**src/rtl/ec_shamir_mul_ctrl.sv**
```systemverilog
// Shamir's-trick sequencer for R = k1*P + k2*Q on a 16-bit prime-field curve.
// Field arithmetic lives in an external point-add/double unit; infinity is tracked here.
module ec_shamir_mul_ctrl #(
    parameter int KW = 7,
    parameter int CW = 16
) (
    input  logic          i_clk,
    input  logic          i_rst_n,
    input  logic          i_start,
    input  logic [KW-1:0] i_k1,
    input  logic [KW-1:0] i_k2,
    input  logic [CW-1:0] i_px,
    input  logic [CW-1:0] i_py,
    input  logic [CW-1:0] i_qx,
    input  logic [CW-1:0] i_qy,
    output logic          o_busy,
    output logic          o_done,
    output logic [CW-1:0] o_res_x,
    output logic [CW-1:0] o_res_y,
    output logic          o_res_inf,
    output logic          o_pa_req,
    output logic [CW-1:0] o_pa_x1,
    output logic [CW-1:0] o_pa_y1,
    output logic [CW-1:0] o_pa_x2,
    output logic [CW-1:0] o_pa_y2,
    input  logic          i_pa_ack,
    input  logic [CW-1:0] i_pa_x3,
    input  logic [CW-1:0] i_pa_y3
);
    localparam int IW = (KW > 1) ? $clog2(KW) : 1;
    localparam logic [IW-1:0] I_TOP = IW'(KW - 1);
    localparam logic [IW-1:0] I_ONE = IW'(1);

    localparam logic [2:0] S_IDLE = 3'd0;
    localparam logic [2:0] S_PRE  = 3'd1;
    localparam logic [2:0] S_LOAD = 3'd2;
    localparam logic [2:0] S_DBL  = 3'd3;
    localparam logic [2:0] S_SEL  = 3'd4;
    localparam logic [2:0] S_ADD  = 3'd5;
    localparam logic [2:0] S_FIN  = 3'd6;

    logic [2:0]    r_state;
    logic [KW-1:0] r_k1, r_k2;
    logic [CW-1:0] r_px, r_py, r_qx, r_qy;
    logic [CW-1:0] r_pq_x, r_pq_y, r_acc_x, r_acc_y, r_op_x, r_op_y;
    logic          r_pq_inf, r_acc_inf, r_op_none;
    logic [IW-1:0] r_i;
    logic          r_busy, r_done, r_pa_req, r_res_inf;
    logic [CW-1:0] r_res_x, r_res_y;
    logic [CW-1:0] r_pa_x1, r_pa_y1, r_pa_x2, r_pa_y2;

    logic          w_pre_neg, w_add_neg, w_last;
    logic [1:0]    w_sel;
    logic [2:0]    w_adv_state;
    logic [IW-1:0] w_adv_i;

    // Same x with different y means the two points are inverses: the sum is infinity.
    assign w_pre_neg   = (r_px == r_qx) && (r_py != r_qy);
    assign w_add_neg   = (r_acc_x == r_op_x) && (r_acc_y != r_op_y);
    assign w_last      = (r_i == {IW{1'b0}});
    assign w_sel       = {r_k1[r_i], r_k2[r_i]};
    assign w_adv_state = w_last ? S_FIN : S_DBL;
    assign w_adv_i     = w_last ? r_i : (r_i - I_ONE);

    assign o_busy    = r_busy;
    assign o_done    = r_done;
    assign o_res_x   = r_res_x;
    assign o_res_y   = r_res_y;
    assign o_res_inf = r_res_inf;
    assign o_pa_req  = r_pa_req;
    assign o_pa_x1   = r_pa_x1;
    assign o_pa_y1   = r_pa_y1;
    assign o_pa_x2   = r_pa_x2;
    assign o_pa_y2   = r_pa_y2;

    // Sequencer: in each op state the first cycle either resolves the op locally or raises pa_req.
    always_ff @(posedge i_clk) begin
        if (!i_rst_n) begin
            r_state   <= S_IDLE;
            r_k1      <= {KW{1'b0}};
            r_k2      <= {KW{1'b0}};
            r_px      <= {CW{1'b0}};
            r_py      <= {CW{1'b0}};
            r_qx      <= {CW{1'b0}};
            r_qy      <= {CW{1'b0}};
            r_pq_x    <= {CW{1'b0}};
            r_pq_y    <= {CW{1'b0}};
            r_pq_inf  <= 1'b1;
            r_acc_x   <= {CW{1'b0}};
            r_acc_y   <= {CW{1'b0}};
            r_acc_inf <= 1'b1;
            r_op_x    <= {CW{1'b0}};
            r_op_y    <= {CW{1'b0}};
            r_op_none <= 1'b1;
            r_i       <= {IW{1'b0}};
            r_busy    <= 1'b0;
            r_done    <= 1'b0;
            r_pa_req  <= 1'b0;
            r_res_x   <= {CW{1'b0}};
            r_res_y   <= {CW{1'b0}};
            r_res_inf <= 1'b1;
            r_pa_x1   <= {CW{1'b0}};
            r_pa_y1   <= {CW{1'b0}};
            r_pa_x2   <= {CW{1'b0}};
            r_pa_y2   <= {CW{1'b0}};
        end else begin
            r_done <= 1'b0;
            case (r_state)
                S_IDLE: begin
                    if (i_start && !r_done) begin
                        r_k1      <= i_k1;
                        r_k2      <= i_k2;
                        r_px      <= i_px;
                        r_py      <= i_py;
                        r_qx      <= i_qx;
                        r_qy      <= i_qy;
                        r_acc_inf <= 1'b1;
                        r_i       <= I_TOP;
                        r_busy    <= 1'b1;
                        r_state   <= S_PRE;
                    end
                end
                S_PRE: begin
                    if (!r_pa_req) begin
                        if (w_pre_neg) begin
                            r_pq_inf <= 1'b1;
                            r_state  <= S_LOAD;
                        end else begin
                            r_pa_req <= 1'b1;
                            r_pa_x1  <= r_px;
                            r_pa_y1  <= r_py;
                            r_pa_x2  <= r_qx;
                            r_pa_y2  <= r_qy;
                        end
                    end else if (i_pa_ack) begin
                        r_pa_req <= 1'b0;
                        r_pq_x   <= i_pa_x3;
                        r_pq_y   <= i_pa_y3;
                        r_pq_inf <= 1'b0;
                        r_state  <= S_LOAD;
                    end
                end
                S_LOAD: r_state <= S_DBL;
                S_DBL: begin
                    if (!r_pa_req) begin
                        if (r_acc_inf) begin
                            r_state <= S_SEL;
                        end else if (r_acc_y == {CW{1'b0}}) begin
                            r_acc_inf <= 1'b1;
                            r_state   <= S_SEL;
                        end else begin
                            r_pa_req <= 1'b1;
                            r_pa_x1  <= r_acc_x;
                            r_pa_y1  <= r_acc_y;
                            r_pa_x2  <= r_acc_x;
                            r_pa_y2  <= r_acc_y;
                        end
                    end else if (i_pa_ack) begin
                        r_pa_req <= 1'b0;
                        r_acc_x  <= i_pa_x3;
                        r_acc_y  <= i_pa_y3;
                        r_state  <= S_SEL;
                    end
                end
                S_SEL: begin
                    case (w_sel)
                        2'b10: begin
                            r_op_x    <= r_px;
                            r_op_y    <= r_py;
                            r_op_none <= 1'b0;
                        end
                        2'b01: begin
                            r_op_x    <= r_qx;
                            r_op_y    <= r_qy;
                            r_op_none <= 1'b0;
                        end
                        2'b11: begin
                            r_op_x    <= r_pq_x;
                            r_op_y    <= r_pq_y;
                            r_op_none <= r_pq_inf;
                        end
                        default: r_op_none <= 1'b1;
                    endcase
                    r_state <= S_ADD;
                end
                S_ADD: begin
                    if (!r_pa_req) begin
                        if (r_op_none) begin
                            r_state <= w_adv_state;
                            r_i     <= w_adv_i;
                        end else if (r_acc_inf) begin
                            r_acc_x   <= r_op_x;
                            r_acc_y   <= r_op_y;
                            r_acc_inf <= 1'b0;
                            r_state   <= w_adv_state;
                            r_i       <= w_adv_i;
                        end else if (w_add_neg) begin
                            r_acc_inf <= 1'b1;
                            r_state   <= w_adv_state;
                            r_i       <= w_adv_i;
                        end else begin
                            r_pa_req <= 1'b1;
                            r_pa_x1  <= r_acc_x;
                            r_pa_y1  <= r_acc_y;
                            r_pa_x2  <= r_op_x;
                            r_pa_y2  <= r_op_y;
                        end
                    end else if (i_pa_ack) begin
                        r_pa_req <= 1'b0;
                        r_acc_x  <= i_pa_x3;
                        r_acc_y  <= i_pa_y3;
                        r_state  <= w_adv_state;
                        r_i      <= w_adv_i;
                    end
                end
                S_FIN: begin
                    r_res_x   <= r_acc_x;
                    r_res_y   <= r_acc_y;
                    r_res_inf <= r_acc_inf;
                    r_done    <= 1'b1;
                    r_busy    <= 1'b0;
                    r_state   <= S_IDLE;
                end
                default: begin
                    r_pa_req <= 1'b0;
                    r_busy   <= 1'b0;
                    r_state  <= S_IDLE;
                end
            endcase
        end
    end
endmodule

```
**config.mk**
```make
export PLATFORM = sky130hd
export DESIGN_NAME = ec_shamir_mul_ctrl
export DESIGN_NICKNAME = d
export VERILOG_FILES = /design/src/rtl/ec_shamir_mul_ctrl.sv
export SDC_FILE = /design/constraint.sdc
export NUM_CORES = 1
export LEC_CHECK = 0
export ABC_AREA = 1
export CORE_UTILIZATION = 25
export DETAILED_ROUTE_END_ITERATION = 7
export SYNTH_ARGS = -nofsm -noshare
export SYNTH_HDL_FRONTEND = slang
export SYNTH_SLANG_ARGS = --single-unit
export TNS_END_PERCENT = 30
```
**constraint.sdc**
```tcl
create_clock -name i_clk -period 2 [get_ports i_clk]
set_input_delay 0.4 -clock i_clk [delete_from_list [all_inputs] [get_ports i_clk]]
set_output_delay 0.4 -clock i_clk [all_outputs]
set_load 0.05 [all_outputs]
```
# Yosys cells after proc, flatten, opt, wreduce, memory -nomap -nowiden
# Index checks and enable logic that the tools add are counted.
# W data, S select, Z words.
[totals]
register_bits = 283
input_bits = 114
output_inout_bits = 100
wordCells = 190
[op_classes]
n_addsub = 1
magnitude_cmp = 1
n_eq_ne = 33
n_mux = 101
bitwise_logic = 1
reduce_logical = 26
[ops]
columns = ["operator", "n"]
rows = [
  ["$mux W16", 40],
  ["$pmux W16 S3", 6],
  ["$pmux W16 S2", 2],
  ["$mux W3", 21],
  ["$eq A16 B16 Y1", 2],
  ["$ne A16 B16 Y1", 2],
  ["$mux W1", 24],
  ["$ne A2 B2 Y1 const B", 12],
  ["$ne A3 B3 Y1 const B", 6],
  ["$pmux W3 S6", 1],
  ["$logic_not A16 Y1", 1],
  ["$reduce_and A10 Y1", 1],
  ["$eq A3 B3 Y1 const B", 3],
  ["$reduce_bool A3 Y1", 3],
  ["$reduce_and A4 Y1", 2],
  ["$reduce_and A7 Y1", 1],
  ["$bmux W1 S3", 2],
  ["$eq A3 B2 Y1 const B", 2],
  ["$logic_not A3 Y1", 2],
  ["$pmux W3 S2", 1],
  ["$reduce_and A2 Y1", 3],
  ["$reduce_and A3 Y1", 2],
  ["$reduce_bool A2 Y1", 3],
  ["$ne A5 B5 Y1 const B", 1],
  ["other kinds (16)", 20],
]

# Logic depth before layout (Yosys ltp)
# Gate-level depths: netlist (run 1).
[depth]
ltp_word = 7
mapped_depth = 15

# Worst setup path after synthesis (run 1)
# Ideal clock, no wire load.
[synth_timing]
kind = "register to register"
from = "reg r_i[0]"
to = "reg r_op_y[10]"
arrival_ns = 2.161
slack_ns = -0.231
path_stages_with_launch = 14
period_less_slack_ns = 2.231
cell_sequence = "dfxtp_1 -> clkbuf_1 -> inv_2 -> a21oi_1 -> o21ai_0 -> nand2_1 -> inv_1 -> o21ai_0 -> inv_1 -> ha_1 -> nor2_2 -> clkbuf_1 -> o21ai_0 -> a21oi_1"
[synth_via]
elab_chain_len = 5
word_cells_on_any_way = 10
cone_classes = "eq/ne: 3; mux: 5; reduce/logical: 2"
[synth_lines]
columns = ["element", "line_no", "text"]
rows = [
  ["start: declaration", "47", "logic [IW-1:0] r_i;"],
  ["start signal: assignment", "95", "r_i <= {IW{1'b0}};"],
  ["start signal: assignment", "190", "r_i <= w_adv_i;"],
  ["start signal: assignment", "196", "r_i <= w_adv_i;"],
  ["$bmux W1 S3", "61", "assign w_sel = {r_k1[r_i], r_k2[r_i]};"],
  ["$mux W1 (not written as such)", "61", ""],
  ["$eq A2 B2 Y1 or $eq A2 B1 Y1 (tied branches)", "166", "case (w_sel)"],
  ["$reduce_bool A3 Y1 (no source line)", "n/a", ""],
  ["$reduce_and A2 Y1 (no source line)", "n/a", ""],
  ["end signal: assignment", "169", "r_op_y <= r_py;"],
  ["end signal: assignment", "174", "r_op_y <= r_qy;"],
  ["end signal: assignment", "179", "r_op_y <= r_pq_y;"],
  ["end: declaration", "45", "logic [CW-1:0] r_pq_x, r_pq_y, r_acc_x, r_acc_y, r_op_x, r_op_y;"],
]
# Parallel ways exist; a longest one is shown, timed or not. The select of a mux whose other input is x is not followed.
# A chain may end at the register's enable or synchronous reset.

# Worst setup path in the final report (run 1)
[layout_timing]
from = "reg r_i[0]"
to = "reg r_op_x[13]"
[layout_via]
elab_chain_len = 5
word_cells_on_any_way = 10
cone_classes = "eq/ne: 3; mux: 5; reduce/logical: 2"
[layout_lines]
columns = ["element", "line_no", "text"]
rows = [
  ["$bmux W1 S3", "61", ""],
  ["$mux W1 (not written as such)", "61", ""],
  ["$eq A2 B2 Y1 or $eq A2 B1 Y1 (tied branches)", "166", ""],
  ["$reduce_bool A3 Y1 (no source line)", "n/a", ""],
  ["$reduce_and A2 Y1 (no source line)", "n/a", ""],
  ["end signal: assignment", "168", "r_op_x <= r_px;"],
  ["end signal: assignment", "173", "r_op_x <= r_qx;"],
  ["end signal: assignment", "178", "r_op_x <= r_pq_x;"],
  ["end: declaration", "45", ""],
]
# Parallel ways exist; a longest one is shown, timed or not. The select of a mux whose other input is x is not followed.

==> results of run 1 <==
==> per-stage QoR <==
step / hold slack [ns] / setup WS [ns] / power, mW / instance area, sq um / setup TNS [ns]
floorplan: 0.430 / -0.0427 / 8.97 / 13300 / -0.853
global placement: 0.437 / -0.160 / 10.6 / 16900 / -10.78
detailed placement: 0.445 / -0.225 / 10.7 / 16900 / -13.61
CTS: 0.227 / -0.112 / 16.9 / 18400 / -1.86
global route: 0.257 / -0.165 / 18.1 / 19300 / -7.75
finish: 0.260 / -0.0944 / 17.3 / 19300 / -1.06
==> cell usage in the layout (no fill, tap or decap), drive strengths merged <==
master	netlist	layout
diode	0	3
clkinvlp	0	3
xnor2	22	22
inv	207	206
a21oi	272	272
ha	5	5
o21ai	262	262
o41ai	1	1
nand3b	1	1
or2	1	1
a221oi	6	6
clkbuf	87	63
a21o	1	1
o22ai	50	50
dlygate4sd2	0	16
clkdlybuf4s50	0	112
o31ai	14	14
bufinv	0	1
nand4	4	4
a32o	1	1
nor3	3	3
xor2	5	5
nand3	102	102
nor2	219	219
buf	43	268
dfxtp	283	283
nand2	344	344
clkinv	1	6
o211ai	5	5
==> metal layers <==
layer,vias to the layer above,wire (um)
li1,7016,-
met1,6872,24200
met2,601,25100
met3,147,4280
met4,2,2700
met5,-,11
==> area by class of cell <==
cell class,count,share of cell area (%)
antenna,3,0.0389
tap,688,4.46
sequential,283,29.5
timing repair buffer,410,21.6
inverter,208,4.15
clock buffer,49,5.12
clock inverter,8,0.402
multi-input combinational,1318,34.7
==> state kept, by name (all words and copies together) (netlist names), 16 cells and up <==
| name | flops |
|---|---|
| o_pa_x2 | 16 |
| r_py | 16 |
| r_acc_y | 16 |
| r_px | 16 |
| o_res_y | 16 |
| r_op_x | 16 |
| o_pa_y2 | 16 |
| r_qx | 16 |
| r_op_y | 16 |
| o_pa_y1 | 16 |
| r_acc_x | 16 |
| r_pq_y | 16 |
| o_pa_x1 | 16 |
| o_res_x | 16 |
| r_pq_x | 16 |
| r_qy | 16 |
==> synthesized netlist by cell type (all sizes together) <==
library cell	count
nand2	344
ha	5
a21oi	272
nand3b	1
nor3	3
a21o	1
o21ai	262
xor2	5
clkbuf	87
buf	43
o22ai	50
o31ai	14
o211ai	5
a32o	1
xnor2	22
a221oi	6
nand3	102
clkinv	1
dfxtp	283
inv	207
nand4	4
o41ai	1
nor2	219
or2	1
==> kinds of logic after synthesis <==
family	after synthesis
xor+xnor	27
fa+ha+maj	5
simple gates	674
flops	283
buf+inv	338
compound gates	612
==> final timing paths <==
kind | endpoint | slack (ns) | depth (start not counted)
hold reg to reg | r_pq_x[8] | 0.45 | 2
setup reg to reg | r_op_x[13] | -0.09 | 12
hold / removal | o_pa_x1[15] | 0.26 | 3
setup / recovery | r_op_x[13] | -0.09 | 12
==> worst max-delay path, stage by stage (launching register included) <==
cell	delay [ns]
sky130_fd_sc_hd__dfxtp_4	0.36
sky130_fd_sc_hd__buf_6	0.14
sky130_fd_sc_hd__o31ai_2	0.25
sky130_fd_sc_hd__nand2_1	0.12
sky130_fd_sc_hd__o21ai_4	0.11
sky130_fd_sc_hd__inv_2	0.09
sky130_fd_sc_hd__ha_4	0.17
sky130_fd_sc_hd__nor2_4	0.15
sky130_fd_sc_hd__buf_6	0.17
sky130_fd_sc_hd__buf_12	0.12
sky130_fd_sc_hd__buf_16	0.11
sky130_fd_sc_hd__o21ai_0	0.07
sky130_fd_sc_hd__a21oi_1	0.15
==> where the power goes <==
group	internal, mW	switching (mW)
sequential	6.10	0.330
clock	3.56	2.50
combinational	1.83	2.97
==> timing repair <==
| action | CTS | global route |
|---|---|---|
| pin swaps | 10 | 26 |
| gates cloned | 8 | 16 |
| setup endpoints to repair | 115 | 129 |
| buffers inserted | 11 | 12 |
| resized for setup | 83 | 128 |
==> out/results.tsv, run 1 <==
stage	metric	value	unit
power_and_ir_drop	ir_worst_vdd	508	uV
setup_path	startpoint_of_the_worst_setup_timing_path	r_i[0]	
placed_design	io_buffers	213	
run_status	run_status	finished with violations	
layout	fillCellCount	5389	
hold_path	worstHoldPathType	input pin to flop	
logic_synthesis	sequential_fraction_of_the_synthesis_area	42.8	%
sta	report.final.slew_viol_count	0	
cts	clk_path_buf_depth	3	
die	design.core.area	0.0524	sq mm
run_status	violations	negative setup slack	
cts	clock_tree.htree_level_count	2	
layout	finish.net_count	2374	
cts	cts-buffers-inserted	34	
logic_synthesis	syn-num-nets	2058	
logic_synthesis	synth-compound-area-share	24.3	%
logic_synthesis	netlist-cell-type-count	36	
die	die_height	232	um
die	number_of_cell_rows	84	
setup_path	type_of_the_setup_path_with_the_least_slack	flop to flop	
drt	drt-initial-drc-count	1297	
global_route	antenna_found_initial	4	
drt	route.detailed.wl_per_inst	19.0	um
logic_synthesis	yosysTopAreaCellShare	42.8	%
logic_synthesis	synthSimpleGateAreaFrac	20.4	%
setup_path	worst_setup_start_kind	flop	
drt	vias	14638	
global_route	use_met1	25.2	%
setup_path	critical_path.endpoint_type	flop	
logic_synthesis	ys.warnings.count	0	
cts	cts_hold_repair.buffers	0	
sta	slew-limit-headroom	65.4	%
logic_synthesis	post_synth_xor_area_fraction	1.78	%
global_route	first_global_vias	13960	
hold_path	timing.hold.worst.start	i_rst_n	
logic_synthesis	synth.top_cells.by_area	sky130_fd_sc_hd__dfxtp_1 (43%), sky130_fd_sc_hd__a21oi_1 (10%), sky130_fd_sc_hd__o21ai_0 (9.8%)	
die	design.portCount	214	
sta	setup_violations	53	
placed_design	post-place-cells	2861	
global_route	global_route.usage.met3	3.66	%
global_route	globalRoute.busiestLayer	met2	
global_route	grt_first_pass_wirelength	79100	um
cts	worst_skew_pair.late_latency	0.55	ns
global_route	grt_overflow	0	
die	die_area	0.0539	sq mm
setup_path	cp.arrival	2.56	ns
global_route	global_route.usage.total	18.9	%
drt	viasPerCell	4.93	
layout	drive_gt1_share	20.7	%
placed_design	place_congestion	0.875	
layout	multi_input_comb_area	0.00671	sq mm
logic_synthesis	synth_fa_ha_area_share	0.472	%
layout	final-instance-count-excl-fill	2967	
sta	period_share	105	%
sta	grt_setup_unrepaired	yes	
run	max_capacitance_violation_count	0	
drt	detail_route.drc_violations	0	
drt	antenna_left	0	
logic_synthesis	postSynthCellCount	1939	
cts	clock_sink_count	283	
drt	route.final.wire_length	56300	um
logic_synthesis	largest_family_of_logic_cells_by_synthesized_area	compound AO/OA/AOI/OAI gates	
placed_design	dp.final_hpwl	36400	um
logic_synthesis	netlist_area	0.0133	sq mm
cts	clock_tree.root_cell	sky130_fd_sc_hd__clkbuf_16	
layout	layout.core_utilization	36.8	%
logic_synthesis	synth_mux_area_share	0	%
sta	finalHoldViolCount	0	
die	die_width	232	um
layout	sequential_cell_area	0.00569	sq mm
cts	clock_transition_time_at_the_flip_flop_clock_pins_of_the_worst_setup_and_hold_paths	0.06	ns
global_route	grt_max_degree	87	
sta	timing.fmax	0.477	GHz
cts	clock_tree_from_tritoncts	yes	
power_and_ir_drop	leakagePower	7.86	nW
setup_path	rr_startpoint	r_i[0]	
sta	timing.final.crit_period	2.09	ns
logic_synthesis	syn-mean-instance-area	6.83	sq um
layout	area_growth_syn_to_layout	45.7	%
logic_synthesis	total_of_flip_flops_plus_latches_after_synthesis	283	
logic_synthesis	netlist.top_cell.by_area	sky130_fd_sc_hd__dfxtp_1	
die	initial_core_util	25.3	%
global_route	grt_use_met2	29.0	%
sta	setup_clock_skew_after_layout	0.0199	ns
drt	drt-pass1-iter-count	5	
sta	setup_ws	-0.0944	ns
power_and_ir_drop	p_per_area	896	mW/mm^2
sta	worst_slew_pin_slew	0.521	ns
setup_path	crit_path_required_time	2.47	ns
setup_path	crit_path_max_fanout	8	
Note: power is estimated with default switching activity, not from simulation.
==> run 2, diff against run 1 <==
--- a/config.mk
+++ b/config.mk
@@ -8,6 +8,7 @@
 export ABC_AREA = 1
 export CORE_UTILIZATION = 25
 export DETAILED_ROUTE_END_ITERATION = 7
+export PLACE_DENSITY = 0.46
 export SYNTH_ARGS = -nofsm -noshare
 export SYNTH_HDL_FRONTEND = slang
 export SYNTH_SLANG_ARGS = --single-unit
==> out/results.tsv, run 2 (synthesis results as in run 1) <==
stage	metric	value	unit	change
power_and_ir_drop	ir_worst_vdd	525	uV	+3.4%
setup_path	critPathCapture	o_pa_y2[14]		
sta	report.final.slew_viol_count	0		unchanged
layout	mostFrequentLayoutCells	sky130_fd_sc_hd__nand2_1 (329), sky130_fd_sc_hd__a21oi_1 (255), sky130_fd_sc_hd__dfxtp_1 (248), sky130_fd_sc_hd__o21ai_0 (238), sky130_fd_sc_hd__buf_4 (237)		
setup_path	flop_to_flop_setup_slack	-0.05	ns	+0.04 ns
layout	most_common_cell_after_layout_fill_and_taps_aside	sky130_fd_sc_hd__nand2_1		
setup_path	critical_path.endpoint_type	flop		
setup_path	critical_path.slowest_cell	sky130_fd_sc_hd__dfxtp_2		
setup_path	cp.arrival	2.49	ns	-0.07 ns
run_status	violations	negative setup slack		
sta	fin_tns_setup	-0.940	ns	+0.117 ns
power_and_ir_drop	leakagePower	8.16	nW	+3.8%
sta	grt_setup_unrepaired	yes		
setup_path	crit_path_required_time	2.44	ns	-0.03 ns
die	die_height	232	um	unchanged
global_route	grt_overflow	0		unchanged
layout	antennaDiodeCount	0		-3
setup_path	startpoint_of_the_worst_setup_timing_path	r_qx[15]		
global_route	first_global_vias	13379		-4.2%
placed_design	place_ws	-0.252	ns	-0.0264 ns
cts	cts-buffers-inserted	37		+8.8%
layout	finish.net_count	2408		+1.4%
cts	clock_tree.root_cell	sky130_fd_sc_hd__clkbuf_16		
sta	timing.fmax	0.487	GHz	+2.0%
die	design.core.area	0.0524	sq mm	unchanged
sta	setup_ws	-0.0525	ns	+0.0420 ns
die	die_area	0.0539	sq mm	unchanged
placed_design	io_buffers	213		unchanged
power_and_ir_drop	p_per_area	924	mW/mm^2	+3.1%
placed_design	place_congestion	0.844		-3.5%
setup_path	rr_startpoint	r_qx[15]		
setup_path	type_of_the_setup_path_with_the_least_slack	flop to flop		
sta	worst_slew_pin_slew	0.519	ns	-0.00240 ns
die	design.portCount	214		unchanged
hold_path	whs_path_depth	3		unchanged
cts	clock_tree.htree_level_count	2		unchanged
drt	detail_route.drc_violations	0		unchanged
setup_path	worst_setup_start_kind	flop		
global_route	global_route.usage.total	19.0	%	+0.023 points
setup_path	regToRegEndpoint	o_pa_y2[14]		
cts	worst_skew_pair.late_latency	0.56	ns	about the same
drt	drt-initial-drc-count	1075		-17%
global_route	antenna_found_initial	1		-3
die	number_of_cell_rows	84		unchanged
layout	layout.core_utilization	37.7	%	+0.87 points
drt	route.final.wire_length	54700	um	-2.8%
drt	route.detailed.wl_per_inst	18.3	um	-3.8%
drt	vias	14278		-2.5%
drt	drt-pass1-iter-count	8		+3
setup_path	worstRegToRegCells	14		+2
placed_design	dp.final_hpwl	37100	um	+1.9%
cts	clock_sink_count	283		unchanged
sta	setup_violations	38		-28%
global_route	grt_max_degree	69		-21%
run_status	run_status	finished with violations		
sta	finalHoldViolCount	0		unchanged
cts	clock_transition_time_at_the_flip_flop_clock_pins_of_the_worst_setup_and_hold_paths	0.06	ns	about the same
die	initial_core_util	25.3	%	unchanged
sta	period_share	103	%	-2.1 points
hold_path	worstHoldPathType	input pin to flop		
layout	area_growth_syn_to_layout	49.1	%	
cts	clk_path_buf_depth	3		unchanged
die	die_width	232	um	unchanged
sta	setup_clock_skew_after_layout	0.0266	ns	+0.00676 ns
layout	drive_gt1_share	23.6	%	+2.9 points
cts	clock_tree_from_tritoncts	yes		
global_route	grt_first_pass_wirelength	78500	um	-0.67%
setup_path	critical_path.max_stage_delay	0.33	ns	-0.03 ns
sta	timing.final.crit_period	2.05	ns	-0.0420 ns
sta	slew-limit-headroom	65.6	%	+0.16 points
setup_path	crit_path_cell_trace	xnor2_2 > buf_4 > nand2_4 > nor2_4 > nand2_2 > nor2_4 > nand2_2 > nand3_2 > nand3b_1 > buf_6 > buf_12 > clkbuf_16 > nor2_2 > nor2_1		
drt	viasPerCell	4.76		-3.5%
setup_path	crit_path_max_fanout	5		-3
run	max_capacitance_violation_count	0		unchanged
drt	antenna_left	0		unchanged
==> run 2: final cells by class <==
class | instances | area, sq um
clock buffers | 55 | 1150
inverters | 208 | 791
well taps | 688 | 861
multi-input cells | 1318 | 6810
fillers | 5486 | 32700
clock inverters | 5 | 82.6
repair buffers | 441 | 4360
flip-flops and latches | 283 | 5710
==> run 2: per-stage QoR <==
step	instances	area [sq um]	hold WS [ns]	power (mW)
final	2998	19800	0.196	18.3
after global routing	2998	19800	0.196	19.1
after CTS	2973	18800	0.166	17.9
after detailed placement	2903	17300	0.445	10.8
after global placement	2903	17300	0.437	10.8
after floorplan	1939	13300	0.430	8.97
==> run 2: worst max-delay path: cells and delay by family, from the launching register on <==
family | cells | cell delay [ns]
buffers and inverters | 4 | 0.64
DFF | 1 | 0.33
and+or+nand+nor | 9 | 0.77
xor gates and xnor gates | 1 | 0.20
==> run 2: routing by layer <==
layer	share of wire (%)	track usage, %
met3	6.1	3.70
met1	47	25.7
met5	0.024	0
met2	45	30.7
met4	2.3	4.58
==> run 2: how the worst min path moves through the flow <==
| stage | from | to | slack [ns] |
|---|---|---|---|
| 2_1_floorplan | r_k1[1] | r_k1[1] | 0.43 |
| 3_3_place_gp | r_pq_y[14] | r_pq_y[14] | 0.44 |
| 3_5_place_dp | r_pq_x[10] | r_pq_x[10] | 0.44 |
| 4_1_cts | i_rst_n | o_pa_x1[15] | 0.17 |
| 5_1_grt | i_rst_n | r_op_y[15] | 0.20 |
| 6_report | i_rst_n | o_pa_x1[15] | 0.20 |
==> run 2: power breakdown <==
part | internal [mW] | total, mW | switching [mW] | leakage (nW)
clock network | 4.19 | 6.78 | 2.60 | 0.606
logic | 2.03 | 5.02 | 3.00 | 5.23
registers | 6.11 | 6.45 | 0.338 | 2.32
==> run 2: timing repair <==
action / in CTS / in global routing
buffers inserted: 6 / 15
hold buffers: 0 / 0
gates resized for setup: 66 / 209
endpoints found under the setup margin: 127 / 138
pin swaps: 7 / 26
gates cloned: 4 / 11
